## src/rtl/jk_seq_pkg.sv

```systemverilog
// Shared types and helpers for the JK excitation sequencer: FSM state codes,
// JK opcodes and the per-bit excitation function.
package jk_seq_pkg;

    localparam logic [1:0] ST_IDLE = 2'd0;
    localparam logic [1:0] ST_RUN  = 2'd1;
    localparam logic [1:0] ST_DONE = 2'd2;

    // JK opcodes packed as {j,k}
    localparam logic [1:0] JK_HOLD = 2'b00;
    localparam logic [1:0] JK_SET  = 2'b10;
    localparam logic [1:0] JK_RST  = 2'b01;
    localparam logic [1:0] JK_TGL  = 2'b11;

    // Inverse JK characteristic; don't-cares resolve to 0, so toggle is never issued.
    function automatic logic [1:0] excite(input logic q_bit, input logic t_bit);
        case ({q_bit, t_bit})
            2'b01:   return JK_SET;
            2'b10:   return JK_RST;
            default: return JK_HOLD;
        endcase
    endfunction

endpackage

```

## src/rtl/jk_excitation_sequencer_jk_edge_ff.sv

```systemverilog
// One rising-edge JK flip-flop bit with asynchronous active-high reset.
module jk_edge_ff
    import jk_seq_pkg::*;
(
    input  logic clk,
    input  logic rst,
    input  logic j,
    input  logic k,
    output logic q
);

    // NOTE: sequential state uses non-blocking assignments so every flop samples pre-edge values.
    always_ff @(posedge clk or posedge rst) begin
        if (rst) begin
            q <= 1'b0;
        end else begin
            case ({j, k})
                JK_SET:  q <= 1'b1;
                JK_RST:  q <= 1'b0;
                JK_TGL:  q <= ~q;
                default: q <= q;
            endcase
        end
    end

endmodule

```

## src/rtl/jk_excitation_sequencer.sv

```systemverilog
// Walks a bank of JK bits through a programmed table of target states, one per clock.
// Optional build macro EXCIT_CHECK_EN adds a sticky checker that flags q != previous target.
module jk_excitation_sequencer
    import jk_seq_pkg::*;
#(
    parameter  int W     = 4,
    parameter  int DEPTH = 8,
    localparam int AW    = $clog2(DEPTH)
) (
    input  logic          clk,
    input  logic          rst,
    input  logic          wr_en,
    input  logic [AW-1:0] wr_addr,
    input  logic [W-1:0]  wr_data,
    input  logic          start,
    input  logic [AW:0]   start_len,
    input  logic          loop_en,
    input  logic          stop,
    output logic          busy,
    output logic          done,
    output logic [AW-1:0] step_idx,
    output logic [W-1:0]  j_vec,
    output logic [W-1:0]  k_vec,
    output logic [W-1:0]  q,
    output logic          err
);

    logic [1:0]   state;
    logic [W-1:0] tbl [DEPTH];
    logic [AW:0]  len_r;
    logic         loop_r;
    logic [W-1:0] target;
    logic         start_ok;
    logic         last_step;

    assign start_ok  = start && (start_len != '0) && (start_len <= (AW+1)'(DEPTH));
    assign target    = tbl[step_idx];
    assign last_step = ({1'b0, step_idx} == (len_r - (AW+1)'(1)));
    assign busy      = (state == ST_RUN);
    assign done      = (state == ST_DONE);

    // NOTE: the target table is plain storage with no reset; its contents are undefined until written.
    always_ff @(posedge clk) begin
        if (wr_en && state == ST_IDLE) begin
            tbl[wr_addr] <= wr_data;
        end
    end

    always_ff @(posedge clk or posedge rst) begin
        if (rst) begin
            state    <= ST_IDLE;
            step_idx <= '0;
            len_r    <= '0;
            loop_r   <= 1'b0;
        end else begin
            case (state)
                ST_IDLE: begin
                    if (start_ok) begin
                        state    <= ST_RUN;
                        step_idx <= '0;
                        len_r    <= start_len;
                        loop_r   <= loop_en;
                    end
                end
                ST_RUN: begin
                    // stop wins over completion; the JK bits still take this cycle's step
                    if (stop) begin
                        state    <= ST_IDLE;
                        step_idx <= '0;
                    end else if (last_step) begin
                        step_idx <= '0;
                        if (!loop_r) begin
                            state <= ST_DONE;
                        end
                    end else begin
                        step_idx <= step_idx + AW'(1);
                    end
                end
                ST_DONE: state <= ST_IDLE;
                default: state <= ST_IDLE;
            endcase
        end
    end

    // NOTE: every output of a combinational block gets a default first, so no latch is inferred.
    always_comb begin
        j_vec = '0;
        k_vec = '0;
        if (state == ST_RUN) begin
            for (int b = 0; b < W; b++) begin
                {j_vec[b], k_vec[b]} = excite(q[b], target[b]);
            end
        end
    end

    for (genvar b = 0; b < W; b++) begin : g_bit
        jk_edge_ff u_ff (
            .clk (clk),
            .rst (rst),
            .j   (j_vec[b]),
            .k   (k_vec[b]),
            .q   (q[b])
        );
    end

`ifdef EXCIT_CHECK_EN
    logic [W-1:0] prev_target;
    logic         first_cycle;
    logic         err_r;

    always_ff @(posedge clk or posedge rst) begin
        if (rst) begin
            prev_target <= '0;
            first_cycle <= 1'b0;
            err_r       <= 1'b0;
        end else if (state == ST_IDLE && start_ok) begin
            first_cycle <= 1'b1;
            err_r       <= 1'b0;
        end else if (state == ST_RUN) begin
            first_cycle <= 1'b0;
            prev_target <= target;
            if (!first_cycle && q != prev_target) begin
                err_r <= 1'b1;
            end
        end
    end

    assign err = err_r;
`else
    assign err = 1'b0;
`endif

endmodule
```

## config.mk

```make
export PLATFORM = sky130hd
export DESIGN_NAME = jk_excitation_sequencer
export DESIGN_NICKNAME = d
export VERILOG_FILES = /design/src/rtl/jk_seq_pkg.sv /design/src/rtl/jk_excitation_sequencer_jk_edge_ff.sv /design/src/rtl/jk_excitation_sequencer.sv
export SDC_FILE = /design/constraint.sdc
export NUM_CORES = 1
export LEC_CHECK = 0
export ABC_AREA = 1
export CAP_MARGIN = 10
export CORE_UTILIZATION = 57
export DETAILED_ROUTE_END_ITERATION = 10
export GPL_TIMING_DRIVEN = 0
export PLACE_DENSITY_LB_ADDON = 0.05
export SETUP_SLACK_MARGIN = 0.1
export SLEW_MARGIN = 20
export SYNTH_ARGS = -nofsm -noshare
export SYNTH_HDL_FRONTEND = slang
export SYNTH_HIERARCHICAL = 1
export SYNTH_SLANG_ARGS = --single-unit
```

## constraint.sdc

```tcl
create_clock -name clk -period 4.1 [get_ports clk]
set_input_delay 0.82 -clock clk [delete_from_list [all_inputs] [get_ports clk]]
set_output_delay 0.82 -clock clk [all_outputs]
set_load 0.05 [all_outputs]
```

==> results by group <==
Floorplan
  – Die Wd: about 64 um
  – Initial Util: about three fifths
  – Num rows: 22
  – # IOs: 35
  – Core area: roughly 3700 um^2
  – Die area: between 4000 and 5000 um^2
  – Die height: 64.1 um

Synth
  – Register area share after synthesis: between 50% and 60%
  – Post-synth ARST share: 30.4%
  – Post-synth EDFFs: 32
  – Mapped Nets: 260
  – Cell count after synthesis: 241
  – Most used DFF post-synth: edfxtp_1
  – Syn Area/Cell: roughly 9.1 um^2
  – Netlist cell types: 26
  – #FFs+latches synth: 46
  – Ys Warns: 6
  – Netlist Area Pre-Place: between 2000 and 2500 um^2

STA
  – RSZ-0062 raised after global routing: false
  – Max Fclk: ~300 MHz
  – Worst clock skew: around 0.006 ns
  – Fin crit period: ~3.3 ns
  – Final Hold Viols: 0
  – Worst-Margin Slew: 0.603 ns
  – Final count of negative-setup-slack endpoints: 0
  – Final Max Slew Viols: 0
  – Slew HR: about three fifths
  – Setup TNS: 0 ns
  – Fin crit share: 81.1%

Hold path
  – Hold WC Path Type: register to register
  – Hold depth: 2
  – Hold Startpoint: loop_r$_DFFE_PP0P_
  – Hold EP: loop_r$_DFFE_PP0P_

Clock network
  – H-tree Lvls: 2
  – Post-CTS Setup Bufs: 0
  – TritonCTS Sinks: 46
  – Clock Latency Late Sink: 0.30 ns
  – CTS tree: done
  – Clock Path Buffers: 2
  – CTS Buf Count: 5
  – Post-CTS sizing: 0
  – CTS root buf: clkbuf_8
  – CTS Hold Bufs: 0
  – Clk slew on worst S/H paths: 0.09 ns

Power
  – Power density over the cells: ~680 nW/um^2
  – Power, Total: 1.83 mW
  – Leak Pwr: between 1 and 1.5 nW
  – Peak VDD IR: 0.275 mV

Setup path
  – R2r endpoint: tbl[7][3]$_DFFE_PP_
  – Endpoint class of the critical path: output pin
  – Worst EP required: roughly 3.3 ns
  – Reg2Reg Depth: 3
  – Worst EP arrival: between 2 and 3 ns
  – Critical R2R Launch: state[0]$_DFFE_PP0P_
  – Critical Path Start Type: register
  – Critical path peak fanout: 10
  – FF-to-FF setup slack: between 2 and 2.5 ns
  – Setup CP Type: register to output pin

Final layout
  – P&R area growth vs syn: 22.8%
  – Layout cell share with drive strength beyond 1: between 7 and 8%
  – N_diodes: 0
  – Core Util, Final: around three quarters
  – NumNets Final: 300

Route
  – Pre-antenna DRT Iters: 6
  – Routed Antenna Nets: 0
  – WL/cell: approximately 13 um
  – DRT iter0 DRCs: 69
  – Final wirelength: 4230 um
  – # DRC: 0
  – Vias/cell: 5.10
  – Vias: approximately 1,700

Global route
  – Total GRT Usage: between 20% and 30%
  – Number of global-route vias before repair: ~1,600
  – Largest net degree at the start of global routing: 15
  – Global-route wire length before repair: 7170 um
  – Gr ovfl total: 0
  – Antenna violations before repair: 0

Run status
  – Outcome: completed

Placement
  – Gpl congestion: between 0.8 and 0.9
  – Post-detail-place hpwl: around 3200 um
  – Port bufs: 33

Flow run
  – Maxcap violations: 0
worst max-delay path: stages, from the launching register on:
cell,delay (ns)
dfrtp_1,0.43
buf_6,0.16
buf_6,0.14
nor2_1,0.12
nor2_1,0.05
o21ai_1,0.09
nand3_1,0.12
nand2_1,0.08
nand2_1,0.05
nor2_1,0.13
clkdlybuf4s50_1,0.83
final cells by class:
type	instances	area (um^2)
sequential	46	1310
buffer	7	56.3
clock inverter	2	37.5
multi-input combinational	158	713
timing repair buffer	33	330
clock buffer	6	72.6
inverter	30	115
fill	302	992
tap	48	60.1
cells in the mapped netlist, types with 3 or more instances:
| master | n | area, um^2 |
|---|---|---|
| o21ai_0 | 10 | 50.1 |
| edfxtp_1 | 32 | 961 |
| nor2_1 | 53 | 199 |
| nand3_1 | 22 | 110 |
| nand2_1 | 47 | 176 |
| inv_1 | 28 | 105 |
| buf_6 | 3 | 33.8 |
| o21ai_1 | 9 | 45.0 |
| dfrtp_1 | 14 | 350 |
| buf_2 | 3 | 15.0 |
logic make-up after synthesis:
| logic type | after synthesis | synth area share, % |
|---|---|---|
| AOI/OAI and AO/OA | 21 | 4.79 |
| xor gates and xnor gates | 2 | 0.798 |
| adders and majority gates | 2 | 1.14 |
| buffers and inverters | 37 | 7.81 |
| DFF | 46 | 59.7 |
| other | 1 | 0.171 |
| and+or+nand+nor | 132 | 25.6 |
where the power goes:
group	internal (mW)	switching [mW]	total, mW
logic	0.296	0.566	0.862
clock network	0.182	0.154	0.336
registers	0.569	0.0600	0.629
how the worst max path moves through the flow:
stage                           to                     from  slack, ns
after detailed placement  k_vec[2]  step_idx[0]$_DFFE_PP0P_       1.10
after global routing      k_vec[1]  step_idx[0]$_DFFE_PP0P_       0.59
after global placement    k_vec[2]  step_idx[0]$_DFFE_PP0P_       1.13
after floorplan           k_vec[2]  step_idx[0]$_DFFE_PP0P_       1.25
final                     k_vec[0]  step_idx[0]$_DFFE_PP0P_       0.77
after CTS                 k_vec[2]  step_idx[0]$_DFFE_PP0P_       0.76
routing by layer:
| layer | track usage, % | up-vias | wire length [um] |
|---|---|---|---|
| met5 | 0 | - | 0 |
| met4 | 6.82 | 0 | 38 |
| met3 | 4.82 | 4 | 117 |
| met2 | 40.8 | 37 | 2170 |
| met1 | 29.9 | 782 | 1900 |
| li1 | - | 859 | - |
stage by stage:
| stage | cells | worst slack (ns) | hold WS (ns) | area [um^2] |
|---|---|---|---|---|
| finish | 330 | 0.773 | 0.499 | 2700 |
| CTS | 330 | 0.759 | 0.500 | 2700 |
| global route | 330 | 0.588 | 0.542 | 2700 |
| detailed placement | 322 | 1.10 | 0.482 | 2590 |
| floorplan | 241 | 1.25 | 0.453 | 2200 |
| global placement | 322 | 1.13 | 0.472 | 2590 |
placed cells by master (no fill, tap or decap), types with 2 or more instances in the layout:
cell,count
o21ai_1,9
nand2_2,2
clkbuf_8,5
edfxtp_1,32
nor3_1,2
nand2_1,47
clkdlybuf4s50_1,33
dfrtp_1,14
ha_1,2
nor2_1,53
buf_6,3
inv_1,28
nand3_1,22
o21ai_0,10
a21oi_1,2
buf_2,3
flip-flops by register name (all words and copies together), names as in the netlist:
register      flops
step_idx          3
loop_r            1
g_bit.u_ff/q      4
state             2
len_r             4
tbl              32
(Power assumes the default switching activity.)
